$ cat config.mk
export PLATFORM = sky130hd
export DESIGN_NAME = key_digit_collector
export DESIGN_NICKNAME = d
export VERILOG_FILES = /design/src/rtl/key_digit_collector_pkg.sv /design/src/rtl/key_digit_collector_debounce.sv /design/src/rtl/key_digit_collector.sv
export SDC_FILE = /design/constraint.sdc
export NUM_CORES = 1
export LEC_CHECK = 0
export BUFFER_PORTS_ARGS = -buffer_cell sky130_fd_sc_hd__buf_4
export CAP_MARGIN = 5
export CORE_ASPECT_RATIO = 0.75
export CORE_MARGIN = 10
export CORE_UTILIZATION = 25
export DETAILED_ROUTE_END_ITERATION = 12
export PLACE_DENSITY = 0.38
export SYNTH_ARGS = -nofsm -noshare
export SYNTH_HDL_FRONTEND = slang
export SYNTH_HIERARCHICAL = 1
export SYNTH_SLANG_ARGS = --single-unit
$ cat constraint.sdc
create_clock -name clk -period 3.45 [get_ports clk]
set_input_delay 0.1725 -clock clk [delete_from_list [all_inputs] [get_ports clk]]
set_output_delay 0.1725 -clock clk [all_outputs]
set_load 0.005 [all_outputs]
$ cat src/rtl/key_digit_collector_pkg.sv
// Shared constants for the keypad digit collector: key codes, FSM encodings
// and the time-of-day limits used to qualify a four-digit entry.
package key_digit_collector_pkg;

   localparam logic [3:0] KEY_ALARM    = 4'hA;
   localparam logic [3:0] KEY_TIME     = 4'hB;
   localparam logic [3:0] DIGIT_MAX    = 4'd9;

   localparam logic [1:0] ST_IDLE      = 2'd0;
   localparam logic [1:0] ST_DEBOUNCE  = 2'd1;
   localparam logic [1:0] ST_HELD      = 2'd2;
   localparam logic [1:0] ST_RELEASE   = 2'd3;

   localparam logic [7:0] HOUR_MIN     = 8'd1;
   localparam logic [7:0] HOUR_MAX     = 8'd12;
   localparam logic [3:0] MIN_TENS_MAX = 4'd5;
   localparam logic [3:0] MIN_ONES_MAX = 4'd9;

   localparam logic [2:0] MAX_KEYS     = 3'd4;

   // Hour taken from the two oldest digits, minute from the two newest.
   function automatic logic time_in_range(input logic [3:0] hr_tens,
                                          input logic [3:0] hr_ones,
                                          input logic [3:0] min_tens,
                                          input logic [3:0] min_ones);
      logic [7:0] hour;
      hour = 8'(hr_tens) * 8'd10 + 8'(hr_ones);
      return (hour >= HOUR_MIN) && (hour <= HOUR_MAX) &&
             (min_tens <= MIN_TENS_MAX) && (min_ones <= MIN_ONES_MAX);
   endfunction

endpackage

$ cat src/rtl/key_digit_collector_debounce.sv
// Press/release qualifier: a key code must be seen stable for DEBOUNCE_CYCLES
// samples to be accepted, and the key must read low as long again to be released.
module key_debounce
   import key_digit_collector_pkg::*;
#(
   parameter int unsigned DEBOUNCE_CYCLES = 4
) (
   input  logic       clk,
   input  logic       reset,
   input  logic [3:0] key,
   input  logic       key_pressed,
   output logic       accept_c,
   output logic [3:0] accept_key_c,
   output logic       release_done_c
);

   localparam int unsigned CW = $clog2(DEBOUNCE_CYCLES + 1);
   localparam logic [CW-1:0] CNT_DONE = CW'(DEBOUNCE_CYCLES);

   logic [1:0]    state, state_n;
   logic [CW-1:0] cnt, cnt_n;
   logic [3:0]    candidate, candidate_n;

   always_ff @(posedge clk) begin
      if (reset) begin
         state     <= ST_IDLE;
         cnt       <= '0;
         candidate <= '0;
      end else begin
         state     <= state_n;
         cnt       <= cnt_n;
         candidate <= candidate_n;
      end
   end

   always_comb begin
      state_n        = state;
      cnt_n          = cnt;
      candidate_n    = candidate;
      accept_c       = 1'b0;
      release_done_c = 1'b0;

      case (state)
         ST_IDLE: begin
            if (key_pressed && (key <= KEY_TIME)) begin
               candidate_n = key;
               cnt_n       = CW'(1);
               state_n     = ST_DEBOUNCE;
            end
         end
         ST_DEBOUNCE: begin
            if (!key_pressed) begin
               state_n = ST_IDLE;
            end else if (key != candidate) begin
               // A bounce onto an unused code abandons the press entirely.
               if (key <= KEY_TIME) begin
                  candidate_n = key;
                  cnt_n       = CW'(1);
               end else begin
                  state_n = ST_IDLE;
               end
            end else begin
               cnt_n = cnt + CW'(1);
            end
         end
         ST_HELD: begin
            if (!key_pressed) begin
               cnt_n   = CW'(1);
               state_n = ST_RELEASE;
            end
         end
         ST_RELEASE: begin
            if (key_pressed) begin
               state_n = ST_HELD;
            end else begin
               cnt_n = cnt + CW'(1);
            end
         end
         default: state_n = ST_IDLE;
      endcase

      // Count completion resolved after the per-state update so one sample suffices when allowed.
      if ((state_n == ST_DEBOUNCE) && (cnt_n == CNT_DONE)) begin
         accept_c = 1'b1;
         state_n  = ST_HELD;
      end
      if ((state_n == ST_RELEASE) && (cnt_n == CNT_DONE)) begin
         release_done_c = 1'b1;
         state_n        = ST_IDLE;
      end
   end

   assign accept_key_c = candidate_n;

endmodule

$ cat src/rtl/key_digit_collector.sv
// Collects up to four debounced keypad digits and turns alarm/time keys into
// load commands once the entry passes the hh:mm range check.
module key_digit_collector
   import key_digit_collector_pkg::*;
#(
   parameter int unsigned DEBOUNCE_CYCLES = 4,
   parameter int unsigned TIMEOUT_SECONDS = 10
) (
   input  logic       clk,
   input  logic       reset,
   input  logic [3:0] key,
   input  logic       key_pressed,
   input  logic       one_second,
   output logic [3:0] key_buffer_0,
   output logic [3:0] key_buffer_1,
   output logic [3:0] key_buffer_2,
   output logic [3:0] key_buffer_3,
   output logic [2:0] num_keys,
   output logic       entry_active,
   output logic       shift,
   output logic       load_new_a,
   output logic       load_new_c,
   output logic       show_a,
   output logic       entry_error
);

   localparam int unsigned TW = $clog2(TIMEOUT_SECONDS + 1);
   localparam logic [TW-1:0] TIMEOUT_LAST = TW'(TIMEOUT_SECONDS - 1);

   logic          accept_c;
   logic [3:0]    accept_key_c;
   logic          release_done_c;

   logic [3:0][3:0] buf_q, buf_n;
   logic [2:0]    num_n;
   logic [TW-1:0] tcnt, tcnt_n;
   logic          pend_clear, pend_clear_n;
   logic          shift_n, load_a_n, load_c_n, error_n, show_n;

   key_debounce #(
      .DEBOUNCE_CYCLES (DEBOUNCE_CYCLES)
   ) u_debounce (
      .clk            (clk),
      .reset          (reset),
      .key            (key),
      .key_pressed    (key_pressed),
      .accept_c       (accept_c),
      .accept_key_c   (accept_key_c),
      .release_done_c (release_done_c)
   );

   always_comb begin
      buf_n        = buf_q;
      num_n        = num_keys;
      tcnt_n       = tcnt;
      pend_clear_n = 1'b0;
      shift_n      = 1'b0;
      load_a_n     = 1'b0;
      load_c_n     = 1'b0;
      error_n      = 1'b0;
      show_n       = show_a;

      // Buffers stay readable during a load/error pulse and empty one cycle later.
      if (pend_clear) begin
         buf_n = '0;
         num_n = 3'd0;
      end
      if (release_done_c) show_n = 1'b0;

      if (accept_c) begin
         tcnt_n = '0;
         if (accept_key_c <= DIGIT_MAX) begin
            if (num_keys < MAX_KEYS) begin
               buf_n   = {buf_q[2], buf_q[1], buf_q[0], accept_key_c};
               num_n   = num_keys + 3'd1;
               shift_n = 1'b1;
            end else begin
               buf_n = '0;
               num_n = 3'd0;
            end
         end else if (num_keys == MAX_KEYS) begin
            pend_clear_n = 1'b1;
            if (time_in_range(buf_q[3], buf_q[2], buf_q[1], buf_q[0])) begin
               load_a_n = (accept_key_c == KEY_ALARM);
               load_c_n = (accept_key_c == KEY_TIME);
            end else begin
               error_n = 1'b1;
            end
         end else if (accept_key_c == KEY_ALARM) begin
            show_n = 1'b1;
         end
      end else if (num_keys == 3'd0) begin
         tcnt_n = '0;
      end else if (one_second) begin
         if (tcnt == TIMEOUT_LAST) begin
            buf_n  = '0;
            num_n  = 3'd0;
            tcnt_n = '0;
         end else begin
            tcnt_n = tcnt + TW'(1);
         end
      end
   end

   always_ff @(posedge clk) begin
      if (reset) begin
         buf_q        <= '0;
         num_keys     <= 3'd0;
         entry_active <= 1'b0;
         tcnt         <= '0;
         pend_clear   <= 1'b0;
         shift        <= 1'b0;
         load_new_a   <= 1'b0;
         load_new_c   <= 1'b0;
         entry_error  <= 1'b0;
         show_a       <= 1'b0;
      end else begin
         buf_q        <= buf_n;
         num_keys     <= num_n;
         entry_active <= (num_n != 3'd0);
         tcnt         <= tcnt_n;
         pend_clear   <= pend_clear_n;
         shift        <= shift_n;
         load_new_a   <= load_a_n;
         load_new_c   <= load_c_n;
         entry_error  <= error_n;
         show_a       <= show_n;
      end
   end

   assign key_buffer_0 = buf_q[0];
   assign key_buffer_1 = buf_q[1];
   assign key_buffer_2 = buf_q[2];
   assign key_buffer_3 = buf_q[3];

endmodule

==> impl_metrics.yaml <==
logic_synthesis:
  async_flop_share_pct: 0
  ys_ff_latch: 39
  ys_warn_count: 6
  synth.area.top_cells: "dfxtp_1 (38%), ha_1 (7.2%), a22o_1 (4.2%)"
  synthCells: 214
  yosysMostFrequentCell: "dfxtp_1"
  synth_fa_ha_area_share_pct: 9.15
  syn_nets: 236
  synthTopCellsByCount: "dfxtp_1 (39), nor2_1 (19), inv_1 (13), nand2_1 (13), ha_1 (12)"
  syn_area_um2: 2080
  ys.flop_type: "dfxtp_1"
  synth_top_area_share_pct: 37.6
  synth_edf_count: 0
  synth-simple-area-share_pct: 20.8
  synth-xor-area-share_pct: 4.15
  yosys.area.top_type: "dfxtp_1"
  yosysSeqAreaShare_pct: 37.6
  avgSynthCellArea_um2: 9.71
  synth_cell_types: 58
  synth-compound-area-share_pct: 22.4
  synth.mux.area_fraction_pct: 1.08
  synth_top_family_by_area: "compound AO/OA/AOI/OAI gates"
clocking:
  cts_resized: 0
  clockBufferDepth: 2
  clock_sinks: 39
  cts_tree: "done"
  postCtsSetupRepairBufs: 0
  cts-root-buf: "clkbuf_8"
  path_clk_slew_ns: 0.09
  clock_latency_ns: 0.29
  ctsHoldBuffers: 0
  cts_buffers: 5
  h-tree-depth: 2
worst_setup_path:
  crit_slowest_cell: "nor4_4"
  cp-start-kind: "flop"
  endpoint_kind: "flop"
  crit_fanout: 18
  worstPathCellList: "xor2_1, nor4_4, nor3_1, a311o_1, or3_4, inv_1, inv_1, nor4b_4, buf_4, a32oi_1, o211ai_1"
  cpPeakStageDelay_ns: 0.45
  cp_data_arrival_time_ns: 3.14
  crit_top_cell: "inv_1"
  crit_required_ns: 3.67
  path_delay_family: "simple AND/OR/NAND/NOR gates"
  path_buf_inv: 3
  path_class: "reg2reg"
placement:
  dp_cells: 346
  gp_congestion: 0.747
  place.port_buffers: 32
  hpwl_mm: 4.02
sta:
  rsz0062_at_grt: "false"
  period_minus_slack_ns: 2.93
  slew_headroom_pct: 68.3
  finalSetupViolCount: 0
  fin_worst_skew_ns: 0.00891
  slew_violations: 0
  worst_slew_pin_slew_ns: 0.472
  finalHoldViolCount: 0
  timing.fmax_mhz: 342
  timing.setup.tns_ns: 0
  finalCritPeriodShare_pct: 84.9
drt:
  drcViolationCount: 0
  ant_nets: 0
  wl_per_cell_um: 14.9
  drtIter0Drc: 117
  routed_via_density: 4.68
  dr.pass1.iters: 4
  vias: 1655
  routed_wl_mm: 5.28
die:
  start_util_pct: 26.0
  core_um2: 7990
  num_rows: 28
  die_w_um: 125
  ios: 33
  die_h_um: 99.0
  dieArea_um2: 12400
global_routing:
  grt_pass1_wl_mm: 8.74
  grt_antenna_before_repair: 0
  grt_usage_pct: 8.58
  grt_pass1_vias: 1570
  grt_start_max_net_pins: 19
  grt_overflow_total: 0
run:
  maxCapViolations: 0
finish:
  antenna_cells: 0
  area_growth_pct: 21.2
  fillers: 849
  drive_gt1_share_pct: 24.1
  nets: 270
  final_cells: 354
  final_util_pct: 31.5
outcome:
  status: "complete, no violations"
power:
  p_leak_nw: 1.08
  power.density_nw_per_um2: 365
  ir_drop_mv: 0.137
worst_hold_path:
  min_path_type: "in2reg"
placed cells by master, fill, tap and decap left out, types with 9 or more instances in the layout:
| master | netlist | layout |
|---|---|---|
| a22o_1 | 10 | 10 |
| inv_1 | 13 | 13 |
| dfxtp_1 | 39 | 39 |
| nor2b_1 | 9 | 9 |
| ha_1 | 12 | 12 |
| nor2_1 | 19 | 19 |
| buf_4 | 0 | 33 |
| nand2_1 | 13 | 13 |
worst reg2reg max path, cell delays in order (launching register included):
cell,delay [ns]
dfxtp_1,0.33
xor2_1,0.18
nor4_4,0.45
nor3_1,0.09
a311o_1,0.33
or3_4,0.40
inv_1,0.19
inv_1,0.13
nor4b_4,0.26
buf_4,0.27
a32oi_1,0.12
o211ai_1,0.13
sequential cells by signal, indices dropped and copies added (netlist names):
signal,flops
u_debounce/candidate,4
u_debounce/state,2
key_buffer_0,4
pend_clear,1
load_new_c,1
num_keys,3
u_debounce/cnt,3
key_buffer_1,4
tcnt,4
key_buffer_2,4
key_buffer_3,4
entry_active,1
shift,1
load_new_a,1
show_a,1
entry_error,1
final cells by class:
| type | instances | area [um2] | share of cell area (%) |
|---|---|---|---|
| clock buffer | 5 | 68.8 | 2.73 |
| clock inverter | 3 | 43.8 | 1.74 |
| inverter | 13 | 48.8 | 1.94 |
| multi-input combinational | 156 | 1200 | 47.5 |
| sequential | 39 | 781 | 31.0 |
| tap | 105 | 131 | 5.22 |
| timing repair buffer | 33 | 248 | 9.84 |
final timing paths:
kind | slack (ns) | depth (start not counted) | from | endpoint
worst max-delay path | 0.52 | 11 | u_debounce/candidate[1]$_SDFF_PP0_ | entry_active$_SDFF_PP0_
worst min-delay path | 0.14 | 3 | one_second | tcnt[0]$_SDFFE_PP0P_
worst max register to register | 0.52 | 11 | u_debounce/candidate[1]$_SDFF_PP0_ | entry_active$_SDFF_PP0_
worst min register to register | 0.49 | 2 | show_a$_SDFF_PP0_ | show_a$_SDFF_PP0_
per-layer routing:
metal / wire, um / global-route usage (%)
met2: 1980 / 10.3
met1: 3000 / 13.6
met3: 275 / 2.68
met4: 21 / 2.12
met5: 0 / 0
logic make-up (layout without fill, tap and decap cells):
kind of cell | count (synthesis) | count (layout)
simple gates | 75 | 75
xor+xnor | 9 | 9
buf+inv | 19 | 54
compound gates | 56 | 56
fa+ha+maj | 14 | 14
flops | 39 | 39
mux | 2 | 2
power breakdown:
part / total [mW] / switching [mW] / internal, mW
Combinational: 0.0646 / 0.0382 / 0.0264
Sequential: 0.460 / 0.00578 / 0.454
Clock: 0.394 / 0.178 / 0.216
Total: 0.919 / 0.222 / 0.696
through the flow:
step / area [um2] / total power [mW] / hold slack, ns / worst slack [ns]
floorplan: 2080 / 0.518 / 0.242 / 0.682
global placement: 2410 / 0.537 / 0.428 / 0.544
detailed placement: 2410 / 0.536 / 0.447 / 0.567
CTS: 2520 / 0.935 / 0.134 / 0.537
global route: 2520 / 0.971 / 0.173 / 0.331
finish: 2520 / 0.919 / 0.144 / 0.522
Power figures use the tool's default switching activity.
